--- src/rtl/vram_arbiter.sv ---
// vram_arbiter: shares one single-port tile RAM between VGA scan-out reads,
// FIFO-buffered game-logic tile writes and a whole-screen clear sequence.
//
// state   | meaning
// --------+--------------------------------------------------------------
// S_IDLE  | normal operation, FIFO writes use free slots
// S_DRAIN | clear requested, flushing queued FIFO writes first
// S_CLEAR | writing CLEAR_VALUE to tiles 0..TILES-1, one per granted slot
module vram_arbiter #(
  parameter int TILE_SHIFT = 5,
  parameter int TILES_X    = 20,
  parameter int TILES_Y    = 15,
  parameter int ADDR_W     = 9,
  parameter int DATA_W     = 3,
  parameter int FIFO_DEPTH = 4,
  parameter int MAX_WAIT   = 8,
  parameter logic [DATA_W-1:0] CLEAR_VALUE = '0
) (
  input  logic              clock_50,
  input  logic              reset_key,
  input  logic              p_tick,
  input  logic              video_on,
  input  logic [9:0]        pixel_x,
  input  logic [9:0]        pixel_y,
  input  logic              wr_valid,
  output logic              wr_ready,
  input  logic [ADDR_W-1:0] wr_addr,
  input  logic [DATA_W-1:0] wr_data,
  input  logic              clear_req,
  output logic              clear_busy,
  output logic [ADDR_W-1:0] ram_addr,
  output logic              ram_we,
  output logic [DATA_W-1:0] ram_wdata,
  input  logic [DATA_W-1:0] ram_rdata,
  output logic [DATA_W-1:0] pix_rgb,
  output logic [7:0]        underrun_cnt
);

  localparam int TILES  = TILES_X * TILES_Y;
  localparam int PTR_W  = $clog2(FIFO_DEPTH);
  localparam int WAIT_W = $clog2(MAX_WAIT + 1);

  typedef enum logic [1:0] {S_IDLE, S_DRAIN, S_CLEAR} state_t;

  state_t            state_q, state_d;
  logic [ADDR_W-1:0] fifo_addr_q [FIFO_DEPTH];
  logic [DATA_W-1:0] fifo_data_q [FIFO_DEPTH];
  logic [PTR_W-1:0]  rd_ptr_q, wr_ptr_q;
  logic [PTR_W:0]    count_q, count_d;
  logic [WAIT_W-1:0] wait_q, wait_d;
  logic [ADDR_W-1:0] clr_ptr_q, clr_ptr_d;
  logic [DATA_W-1:0] pix_q, pix_d;
  logic [7:0]        under_q, under_d;
  logic              rd_pend_q, rd_pend_d;
  logic              blank_pend_q, blank_pend_d;

  logic              disp, fifo_empty, fifo_full, push, pop;
  logic              pend, starved, grant, preempt, clr_grant;
  logic [ADDR_W-1:0] tile_idx, head_addr;
  logic [DATA_W-1:0] head_data;
  logic              head_in_range;

  // Slot classification, grant decision and tile index for the current pixel
  always_comb begin
    disp          = p_tick && video_on;
    fifo_empty    = (count_q == '0);
    fifo_full     = (count_q == (PTR_W+1)'(FIFO_DEPTH));
    clear_busy    = (state_q != S_IDLE);
    wr_ready      = !fifo_full && !clear_busy;
    push          = wr_valid && wr_ready;
    head_addr     = fifo_addr_q[rd_ptr_q];
    head_data     = fifo_data_q[rd_ptr_q];
    head_in_range = (32'(head_addr) < 32'(TILES));
    // Only entries already stored count as pending: no same-cycle bypass.
    pend          = (state_q == S_CLEAR) || !fifo_empty;
    starved       = (wait_q == WAIT_W'(MAX_WAIT));
    grant         = pend && (!disp || starved);
    preempt       = grant && disp;
    clr_grant     = grant && (state_q == S_CLEAR);
    pop           = grant && (state_q != S_CLEAR);
    tile_idx      = ADDR_W'(pixel_y >> TILE_SHIFT) * ADDR_W'(TILES_X)
                  + ADDR_W'(pixel_x >> TILE_SHIFT);
  end

  // RAM port mux: clear beats FIFO; out-of-range FIFO entries pop without a write
  always_comb begin
    ram_addr  = tile_idx;
    ram_we    = 1'b0;
    ram_wdata = CLEAR_VALUE;
    if (clr_grant) begin
      ram_addr = clr_ptr_q;
      ram_we   = 1'b1;
    end else if (pop) begin
      ram_addr  = head_addr;
      ram_we    = head_in_range;
      ram_wdata = head_data;
    end
  end

  // FIFO occupancy, starvation counter, underrun counter and pixel pipeline
  always_comb begin
    count_d = count_q;
    if (push && !pop)      count_d = count_q + 1'b1;
    else if (pop && !push) count_d = count_q - 1'b1;

    wait_d = wait_q;
    if (grant || !pend) wait_d = '0;
    else if (!starved)  wait_d = wait_q + 1'b1;

    under_d = under_q;
    if (preempt && (under_q != 8'hFF)) under_d = under_q + 1'b1;

    rd_pend_d    = disp && !preempt;
    blank_pend_d = p_tick && !video_on;

    pix_d = pix_q;
    if (rd_pend_q)         pix_d = ram_rdata;
    else if (blank_pend_q) pix_d = '0;
  end

  // Clear sequencer next state
  always_comb begin
    state_d   = state_q;
    clr_ptr_d = clr_ptr_q;
    case (state_q)
      S_IDLE:  if (clear_req) state_d = (count_d != '0) ? S_DRAIN : S_CLEAR;
      S_DRAIN: if (count_d == '0) state_d = S_CLEAR;
      S_CLEAR: begin
        if (clr_grant) begin
          if (clr_ptr_q == ADDR_W'(TILES - 1)) begin
            state_d   = S_IDLE;
            clr_ptr_d = '0;
          end else begin
            clr_ptr_d = clr_ptr_q + 1'b1;
          end
        end
      end
      default: state_d = S_IDLE;
    endcase
  end

  // FIFO storage, written only on push
  always_ff @(posedge clock_50) begin
    if (push) begin
      fifo_addr_q[wr_ptr_q] <= wr_addr;
      fifo_data_q[wr_ptr_q] <= wr_data;
    end
  end

  // Control and output registers
  always_ff @(posedge clock_50 or negedge reset_key) begin
    if (!reset_key) begin
      state_q      <= S_IDLE;
      rd_ptr_q     <= '0;
      wr_ptr_q     <= '0;
      count_q      <= '0;
      wait_q       <= '0;
      clr_ptr_q    <= '0;
      pix_q        <= '0;
      under_q      <= '0;
      rd_pend_q    <= 1'b0;
      blank_pend_q <= 1'b0;
    end else begin
      state_q      <= state_d;
      if (pop)  rd_ptr_q <= rd_ptr_q + 1'b1;
      if (push) wr_ptr_q <= wr_ptr_q + 1'b1;
      count_q      <= count_d;
      wait_q       <= wait_d;
      clr_ptr_q    <= clr_ptr_d;
      pix_q        <= pix_d;
      under_q      <= under_d;
      rd_pend_q    <= rd_pend_d;
      blank_pend_q <= blank_pend_d;
    end
  end

  assign pix_rgb      = pix_q;
  assign underrun_cnt = under_q;

endmodule

--- config.mk ---
export PLATFORM = sky130hd
export DESIGN_NAME = vram_arbiter
export DESIGN_NICKNAME = d
export VERILOG_FILES = /design/src/rtl/vram_arbiter.sv
export SDC_FILE = /design/constraint.sdc
export NUM_CORES = 1
export LEC_CHECK = 0
export CAP_MARGIN = 20
export CELL_PAD_IN_SITES_DETAIL_PLACEMENT = 2
export CELL_PAD_IN_SITES_GLOBAL_PLACEMENT = 2
export CORE_ASPECT_RATIO = 0.9
export CORE_UTILIZATION = 39
export DETAILED_ROUTE_END_ITERATION = 8
export PLACE_DENSITY_LB_ADDON = 0.15
export SKIP_CTS_REPAIR_TIMING = 1
export SLEW_MARGIN = 20
export SYNTH_ARGS = -nofsm -noshare
export SYNTH_HDL_FRONTEND = slang
export SYNTH_SLANG_ARGS = --single-unit
--- constraint.sdc ---
create_clock -name clock_50 -period 5.3 [get_ports clock_50]
set_input_delay 1.06 -clock clock_50 [delete_from_list [all_inputs] [get_ports clock_50]]
set_output_delay 1.06 -clock clock_50 [all_outputs]
set_load 0.01 [all_outputs]
======== Word level (Yosys, flattened, before mapping) ========
Memory sizes are Yosys's and may differ from the RTL's.
Cells that the tools add are included.
storage, ports and cells
  flip-flop bits (word level) ............. 35
  memory bits (writable) .................. 48
  logic and storage cells ................. 87
  memories ................................ 2
cells by class
  add/subtract/negate cells ............... 8
  $mul .................................... 1
  $lt $le $gt $ge ......................... 1
  equal/unequal tests ..................... 12
  mux-type cells .......................... 21
  reductions and logical operators ........ 32
memory list
  name         words  bits a word  read ports  clocked after Yosys merged registers in  write ports  line  source
  fifo_addr_q  4      9            1           0                                        1            46    logic [ADDR_W-1:0] fifo_addr_q [FIFO_DEPTH];
  fifo_data_q  4      3            1           0                                        1            47    logic [DATA_W-1:0] fifo_data_q [FIFO_DEPTH];
operators by type and width
  cell                                                   number
  2-to-1 mux 9 bit                                       3
  2-to-1 mux 3 bit                                       6
  logical AND 1 bit                                      12
  2-to-1 mux 2 bit                                       5
  adder 9 x 1 -> 9 bit, second input constant            1
  adder 9 x 5 -> 9 bit                                   1
  equality test 9 bit, second input constant             1
  logical NOT 1 bit                                      9
  less-than comparator 9 bit, second input constant      1
  adder 8 x 1 -> 8 bit, second input constant            1
  2-to-1 mux 4 bit                                       2
  inequality test 2 bit, second input constant           4
  inequality test 8 bit, second input constant           1
  multiplier 5 x 3 -> 7 bit, second input constant       1
  logical NOT 3 bit                                      2
  one-hot mux 2 bit (3 select lines)                     1
  adder 2 x 1 -> 2 bit, second input constant            2
  adder 4 x 1 -> 4 bit, second input constant            1
  equality test 4 bit, second input constant             1
  2-to-1 mux 1 bit                                       4
  inequality test 2 x 1 -> 1 bit, second input constant  2
  AND reduction 4 bit                                    1
  nonzero test 2 bit                                     2
  adder 3 x 1 -> 3 bit, second input constant            1
  8 further kinds                                        10

======== Logic depth before layout (Yosys ltp) ========
Gate-level depths: netlist of run 1.
  word-level depth ........................ 12
  gate-level depth with buffers ........... 9
  gate-level depth less buffers ........... 9

======== Worst setup path after synthesis of run 1 ========
OpenSTA, ideal clock, no wires.
  kind .................................... input port to output port
  start ................................... input pixel_y[6]
  end ..................................... output ram_addr[8]
  data arrival time ....................... 3,038 ps
  slack ................................... 1,202 ps
  cell stages on the path ................. 9
  buffers on the path ..................... 0
  path through ............................ ha_1 -> ha_1 -> fa_1 -> nand2_1 -> o21bai_1 -> mux2_2 -> o22ai_1 -> mux2i_1 -> nor2_1
between the ends
  word-level cells in the longest chain between the ends .. 4
ends and longest elaborated chain
  item                       line  source
  from (decl)                24    input logic [9:0] pixel_y,
  multiplier 5 x 3 -> 7 bit  81    tile_idx = ADDR_W'(pixel_y >> TILE_SHIFT) * ADDR_W'(TILES_X)
  adder 9 x 5 -> 9 bit       82    + ADDR_W'(pixel_x >> TILE_SHIFT);
  2-to-1 mux 9 bit           93    end else if (pop) begin
  2-to-1 mux 9 bit           90    if (clr_grant) begin
  to (decl)                  31    output logic [ADDR_W-1:0] ram_addr,
Every way passes these cells.

======== Final worst setup path of run 1 ========
Same ends and word-level chain as after synthesis.

==> results of run 1 <==
## layout make-up
class | count | area [µm²] | area share, %
multi-input combinational | 221 | 1693 | 33.37
tap | 129 | 161.4 | 3.181
inverter | 9 | 33.78 | 0.6658
clock inverter | 6 | 46.29 | 0.9125
sequential | 83 | 2317 | 45.67
timing repair buffer | 60 | 593.1 | 11.69
clock buffer | 10 | 229.0 | 4.513
## sequential cells by signal (all words and copies together) (netlist names), 3 cells and up
name and count:
fifo_data_q 12, fifo_addr_q 36, pix_rgb 3, wait_q 4, clr_ptr_q 9, count_q 3
underrun_cnt 8
## cells by family after synthesis
family / Yosys count
AND/OR/NAND/NOR: 108
AO/OA/AOI/OAI: 53
multiplexers: 14
flip-flops: 83
XOR/XNOR: 24
adder cells (fa/ha/maj): 22
buffers and inverters: 19
## worst min path at each step
stage / startpoint / endpoint / slack [ns] / depth (start not counted)
floorplan: wait_q[0] / wait_q[0] / 0.45 / 1
global placement: pix_rgb[0] / pix_rgb[0] / 0.48 / 1
detailed placement: underrun_cnt[7] / underrun_cnt[7] / 0.50 / 1
CTS: pix_rgb[2] / pix_rgb[2] / 0.52 / 1
global route: pix_rgb[2] / pix_rgb[2] / 0.53 / 1
finish: pix_rgb[2] / pix_rgb[2] / 0.51 / 1
## routing by layer
| metal | GRT usage (%) | vias to the layer above | routed length, µm |
|---|---|---|---|
| li1 | - | 1303 | - |
| met5 | 0 | - | 0 |
| met3 | 4.063 | 13 | 314 |
| met4 | 7.179 | 0 | 154 |
| met1 | 25.13 | 1433 | 4422 |
| met2 | 37.02 | 50 | 5433 |
## through the flow
| stage | setup slack [ns] | hold slack, ns | std cells |
|---|---|---|---|
| after detailed placement | 0.05652 | 0.5014 | 502 |
| after global routing | 0.2398 | 0.5287 | 518 |
| after floorplan | 1.202 | 0.4514 | 323 |
| final | 0.4165 | 0.5120 | 518 |
| after global placement | 0.1428 | 0.4799 | 502 |
| after CTS | 0.05061 | 0.5197 | 518 |
## layout by cell type, fill, tap and decap left out, types with 4 or more instances in the layout
cell	Yosys	routed
clkbuf_16	0	9
xor2_1	11	11
mux4_2	12	12
dfrtp_1	35	35
nor2_1	29	29
clkdlybuf4s50_1	0	55
nand3_1	8	8
o21ai_0	14	14
nand4_1	5	5
nor2b_1	6	6
buf_4	0	4
a21oi_1	10	10
nand2_1	32	32
and2_1	8	8
xnor2_1	13	13
inv_1	9	9
edfxtp_1	48	48
ha_1	20	20
or3_1	4	4
## power groups by stage
stage | registers, W | clock network [W] | logic (W)
6_report | 0.000978 | 0.000585 | 0.00107
5_1_grt | 0.00100 | 0.000627 | 0.00118
4_1_cts | 0.000983 | 0.000606 | 0.00110
3_5_place_dp | 0.000995 | 0 | 0.00109
3_3_place_gp | 0.000978 | 0 | 0.00105
2_1_floorplan | 0.000914 | 0 | 0.000679
## critical path: cells and delay by family
family / cells / cell delay, ns
adders and majority gates: 3 / 1.01
buffers and inverters: 2 / 0.63
and+or+nand+nor: 2 / 0.15
muxes: 2 / 0.58
AOI/OAI and AO/OA: 2 / 0.39
==> PnR_summary.wiki, run 1 <==
{| class="wikitable"
! Metric !! Value
|-
| Routed vias || roughly 2800
|-
| Tot Pwr || 0.002636 W
|-
| Via density per instance || roughly 5.4
|-
| Proportion of synthesized chip area in sequential cells || 56.60%
|-
| Startpoint class of the critical path || primary input
|-
| Clock transition time at the flip-flop clock pins of the worst setup and hold paths || ~0.060 ns
|-
| Clock Skews || approximately 0.0068 ns
|-
| Capture instance of the worst register-to-register path || fifo_addr_q[0][2]
|-
| Number of standard cells after synthesis || 323
|-
| Clk network pwr share || 22.2%
|-
| Post-Route Setup TNS || 0 ns
|-
| Sw frac || a little over a third
|-
| Count of TritonRoute iterations in the first routing pass || 4
|-
| Number of clock sinks || 83
|-
| Worst min-delay path category || flip-flop to flip-flop
|-
| Cell taking the most area after synthesis || edfxtp_1
|-
| Wire length of the first global-routing pass || 16.63 mm
|-
| Switching Power || 0.0009561 W
|-
| Core region area || around 0.01 mm²
|-
| #FFs+latches synth || 83
|-
| GRT Residual Overflow || 0
|-
| Main flop type after synthesis || edfxtp_1
|-
| Area contributors post-synth || edfxtp_1 35%, dfrtp_1 21%, mux4_2 6.6%, ha_1 6.1%, nand2_1 2.9%
|-
| Crit. Startpoint || pixel_y[6]
|-
| Post-route clock period utilization || 92.14%
|-
| Largest stage delay on the critical path || between 0.4 and 0.5 ns
|-
| Layout-stage area growth over the synthesis result || 23.93%
|-
| Area fraction in and, or, nand and nor cells after synthesis || 13.23%
|-
| Largest family of logic cells by synthesized area || simple AND/OR/NAND/NOR gates
|-
| Setup slack on the worst flop-to-flop path || ~2.5 ns
|-
| Synth top cells by count || 48 x edfxtp_1, 35 x dfrtp_1, 32 x nand2_1
|-
| Logic pwr share || a little over 40%
|-
| Number of max-slew violations in the final report || 0
|-
| DRT Wirelength || 10.33 mm
|-
| Count of H-tree levels built during CTS || 3
|-
| Crit path to || ram_addr[8]
|-
| Post-synth ARST share || 42.17%
|-
| Placement row count || 35
|-
| CTS root buf || clkbuf_16
|-
| Share of final-layout standard cells stronger than drive strength 1 || a little over a tenth
|-
| Total die area || ~0.011 mm²
|-
| Cell with the most instances after synthesis || edfxtp_1
|-
| Number of enable flip-flop cells after synthesis || 48
|-
| Count of yosys warnings during synthesis || 0
|-
| Total leakage power || ~2 nW
|-
| Vias in the first global route || 3088
|-
| Number of buffers inserted during clock tree synthesis || 9
|-
| Largest fanout on the critical path || 3
|-
| Post-Route Utilization || a little under 50%
|-
| Area of the mapped netlist || around 0.0041 mm²
|-
| Number of diodes || 0
|-
| Global-route usage over all layers || between 20% and 30%
|-
| Longest Clk Path Bufs || 2
|-
| Worst Tran Pin Value || 0.8901 ns
|-
| Number of hold-slack violations in the final timing report || 0
|-
| Wire length per cell || ~20 µm
|-
| Effective utilization at floorplan || 40.12%
|-
| Die height || 99.20 µm
|-
| Result of the run || finished, final reports clean
|-
| CP max stage cell || fa_1
|-
| Final min period || ~5 ns
|-
| Number of remaining DRC errors || 0
|-
| Number of unique standard cell types used by synthesis || 52
|-
| Post-synthesis mux area share || slightly above 7%
|-
| Routability congestion estimate from global placement || roughly 0.72
|-
| Maximum number of pins on one net before global-route repair || 36
|-
| Final standard cell area without fillers || just over 0.005 mm²
|-
| Adder and majority gate portion of the synthesized area || slightly above 7%
|-
| Proportion of power drawn by flip-flops and latches || approximately 37%
|-
| Clock tree from TritonCTS || yes
|-
| Number of fill cells in the layout || a little over 1000
|-
| Total half-perimeter wirelength after legalization and detailed placement || about 7.4 mm
|-
| Most frequent cell on the critical path || ha_1
|-
| Slew Limit Headroom || slightly above 40%
|-
| Instance area at placement || between 0.004 and 0.005 mm²
|-
| Critical path data required time || 4.24 ns
|-
| Number of cells traversed by the worst register-to-register path || 3
|-
| Crit path capture type || output pin
|-
| Post-route ant nets || 0
|-
| Fmax || 204.8 MHz
|-
| Endpoints failing setup || 0
|-
| Post-Synthesis Net Count || ~390
|-
| Fin nets || about 450
|-
| Initial antenna violation count || 0
|-
| Type of the worst setup path || primary input to output pin
|-
| Xor and xnor area share after synthesis || between 5 and 6%
|-
| Number of maximum-capacitance violations || 0
|-
| Num ports || between 60 and 70
|-
| Internal power || approximately 0.0017 W
|-
| Power density over cell area || 519.6 mW/mm²
|-
| Per-instance average area after synthesis || approximately 13 µm²
|-
| Unrepaired setup endpoints after global routing || false
|-
| Share of the synthesized area in the top cell type || around a third
|-
| Worst R2R Start || state_q[1]
|-
| Source-to-sink clock delay at the later pin of the worst-skew pair || ~0.34 ns
|-
| Horizontal die dimension || 110 µm
|-
| Count of port buffers added during placement || 56
|-
| Data arrival time at the worst-slack endpoint || 3.82 ns
|-
| Cell-by-cell listing of the critical path || clkdlybuf4s50_1, ha_1, ha_1, fa_1, nand2_1, o21bai_1, mux2_2, o22ai_1, mux2i_1, nor2_1, dlymetal6s2s_1
|-
| Synth Area in Compound Gates || 8.771%
|-
| IR drop worst, VDD || about 0.22 mV
|-
| First DRT Iteration DRCs || 81
|}
Power figures use the tool's default switching activity.
==> inputs of run 2 (changes only) <==
--- a/config.mk
+++ b/config.mk
@@ -11,7 +11,8 @@
 export CORE_ASPECT_RATIO = 0.9
 export CORE_UTILIZATION = 39
 export DETAILED_ROUTE_END_ITERATION = 8
-export PLACE_DENSITY_LB_ADDON = 0.15
+export PLACE_DENSITY_LB_ADDON = 0.1
+export REMOVE_ABC_BUFFERS = 1
 export SKIP_CTS_REPAIR_TIMING = 1
 export SLEW_MARGIN = 20
 export SYNTH_ARGS = -nofsm -noshare
==> run 2 against run 1 <==
  * Clock-buffer cell count shrank 1
  * Hold slack got worse by 0.018 ns
  * Wire length grew 2.8%
  * Design area is 0.69% higher
  * Clock skew increased by 0.0031 ns
  * Via count up 0.75%
  * Maximum frequency is essentially flat
  * First-iteration DRC count fell by 11%
  * Core utilization up 0.34 points
==> PnR_summary.wiki, run 2 (same netlist as run 1, synthesis figures left out) <==
{| class="wikitable"
! Metric !! Value
|-
| Number of flip-flops under the largest register name || 36 (unchanged)
|-
| DRT Wirelength || 10.61 mm (+2.8%)
|-
| Clock Skews || 0.009858 ns (+0.003106 ns)
|-
| Final standard cell area without fillers || 0.005109 mm² (+0.69%)
|-
| Effective utilization at floorplan || 40.12% (unchanged)
|-
| Count of H-tree levels built during CTS || 3 (unchanged)
|-
| Clock tree from TritonCTS || yes
|-
| Unrepaired setup endpoints after global routing || false
|-
| Global-route usage over all layers || 21.40% (+0.51 points)
|-
| Setup slack after layout || 0.4128 ns (-0.003722 ns)
|-
| Wire length of the first global-routing pass || 17.00 mm (+2.2%)
|-
| Horizontal die dimension || 110 µm (unchanged)
|-
| Vias in the first global route || 3142 (+1.7%)
|-
| Routability congestion estimate from global placement || 0.7122 (-0.82%)
|-
| Final min period || 4.887 ns (+0.003722 ns)
|-
| Clock transition time at the flip-flop clock pins of the worst setup and hold paths || 0.06 ns (about the same)
|-
| Share of final-layout standard cells stronger than drive strength 1 || 12.05% (+1.3 points)
|-
| Num ports || 67 (unchanged)
|-
| Number of diodes || 0 (unchanged)
|-
| Longest Clk Path Bufs || 2 (unchanged)
|-
| Number of max-slew violations in the final report || 0 (unchanged)
|-
| Total leakage power || 1.996 nW (+1.1%)
|-
| Slew Limit Headroom || 42.27% (+1.6 points)
|-
| Routed vias || 2820 (+0.75%)
|-
| Cell depth of the worst hold path || 1 (unchanged)
|-
| Number of buffers inserted during clock tree synthesis || 9 (unchanged)
|-
| Startpoint class of the critical path || primary input
|-
| Number of remaining DRC errors || 0 (unchanged)
|-
| Initial antenna violation count || 0 (unchanged)
|-
| Critical path data required time || 4.24 ns (about the same)
|-
| Number of maximum-capacitance violations || 0 (unchanged)
|-
| GRT Residual Overflow || 0 (unchanged)
|-
| IR drop worst, VDD || 0.2588 mV (+16%)
|-
| Biggest register || fifo_addr_q
|-
| Instance area at placement || 0.004798 mm² (about the same)
|-
| Maximum number of pins on one net before global-route repair || 36 (unchanged)
|-
| Worst setup slack before clock tree synthesis || -0.0005396 ns (-0.05706 ns)
|-
| Endpoints failing setup || 0 (unchanged)
|-
| First DRT Iteration DRCs || 72 (-11%)
|-
| Fin nets || 448 (+0.22%)
|-
| Worst Tran Pin Value || 0.8660 ns (-0.02409 ns)
|-
| Worst min-delay path category || flip-flop to flip-flop
|-
| Leading cell type in the layout, fill and taps excluded || clkdlybuf4s50_1
|-
| Commonest non-fill, non-tap cells in the layout || 54 x clkdlybuf4s50_1, 48 x edfxtp_1, 35 x dfrtp_1
|-
| Number of cells traversed by the worst register-to-register path || 7 (+4)
|-
| Fmax || 204.6 MHz (about the same)
|-
| Count of port buffers added during placement || 56 (unchanged)
|-
| Total half-perimeter wirelength after legalization and detailed placement || 7.655 mm (+3.3%)
|-
| Largest fanout on the critical path || 3 (unchanged)
|-
| Post-route ant nets || 0 (unchanged)
|-
| Tot Pwr || 0.002706 W (+2.6%)
|-
| Count of TritonRoute iterations in the first routing pass || 4 (unchanged)
|-
| Layout-stage area growth over the synthesis result || 24.79%
|-
| Post-route clock period utilization || 92.21% (about the same)
|-
| Wire length per cell || 20.45 µm (+2.6%)
|-
| Number of clock sinks || 83 (unchanged)
|-
| Placement row count || 35 (unchanged)
|-
| Regs by FF count || fifo_addr_q (36), fifo_data_q (12), clr_ptr_q (9)
|-
| CTS root buf || clkbuf_16
|-
| Source-to-sink clock delay at the later pin of the worst-skew pair || 0.34 ns (about the same)
|-
| Crit path capture type || output pin
|-
| Number of fill cells in the layout || 1033 (+1.4%)
|-
| Total die area || 0.01091 mm² (unchanged)
|-
| Result of the run || finished, final reports clean
|-
| Data arrival time at the worst-slack endpoint || 3.83 ns (about the same)
|-
| Power density over cell area || 529.7 mW/mm² (+1.9%)
|-
| Number of hold-slack violations in the final timing report || 0 (unchanged)
|-
| Via density per instance || 5.434 (+0.56%)
|-
| Die height || 99.20 µm (unchanged)
|-
| Core region area || 0.01020 mm² (unchanged)
|-
| Type of the worst setup path || primary input to output pin
|}
## run 2: path summary, 6_finish.rpt
path,from,to,slack [ns]
hold reg to reg,underrun_cnt[6],underrun_cnt[6],0.49
hold / removal,underrun_cnt[6],underrun_cnt[6],0.49
min in group asynchronous,reset_key,underrun_cnt[5],0.83
setup reg to reg,count_q[0],state_q[1],2.50
setup / recovery,pixel_y[6],ram_addr[8],0.41
max in group asynchronous,reset_key,clr_ptr_q[5],3.93
## run 2: final cells by class
| cell class | instances | area [µm²] | share of cell area, % |
|---|---|---|---|
| Clock buffer | 9 | 225.2 | 4.409 |
| Timing Repair Buffer | 61 | 595.6 | 11.66 |
| Tap cell | 129 | 161.4 | 3.159 |
| Sequential cell | 83 | 2317 | 45.36 |
| Clock inverter | 7 | 76.32 | 1.494 |
| Inverter | 9 | 33.78 | 0.6613 |
| Multi-Input combinational cell | 221 | 1699 | 33.26 |
## run 2: power by group
| group | internal (W) | switching, W |
|---|---|---|
| clock network | 0.000335 | 0.000287 |
| registers | 0.000819 | 0.000147 |
| logic | 0.000547 | 0.000571 |
| total | 0.00170 | 0.00101 |
## run 2: critical path, cell delays in order
cell and delay [ns]:
clkdlybuf4s50_1 0.47, ha_1 0.32, ha_1 0.22, fa_1 0.48, nand2_1 0.11, o21bai_1 0.16
mux2_2 0.38, o22ai_2 0.20, mux2i_1 0.20, nor2_1 0.06, dlymetal6s2s_1 0.17
## run 2: routing by layer
metal / global-route usage (%) / part of all wire [%]
met5: 0 / 0
met4: 9.538 / 2.6
met3: 3.277 / 2.2
met2: 36.54 / 51
met1: 26.67 / 44
## run 2: through the flow
| step | setup TNS, ns | hold WS (ns) | utilization [%] | instances |
|---|---|---|---|---|
| 2_1_floorplan | 0 | 0.4514 | - | 313 |
| 3_3_place_gp | 0 | 0.4802 | 47.03 | 503 |
| 3_5_place_dp | -0.0005396 | 0.4835 | 47.03 | 503 |
| 4_1_cts | -0.006538 | 0.5039 | 49.98 | 519 |
| 5_1_grt | 0 | 0.5104 | 50.07 | 519 |
| 6_report | 0 | 0.4944 | 50.07 | 519 |
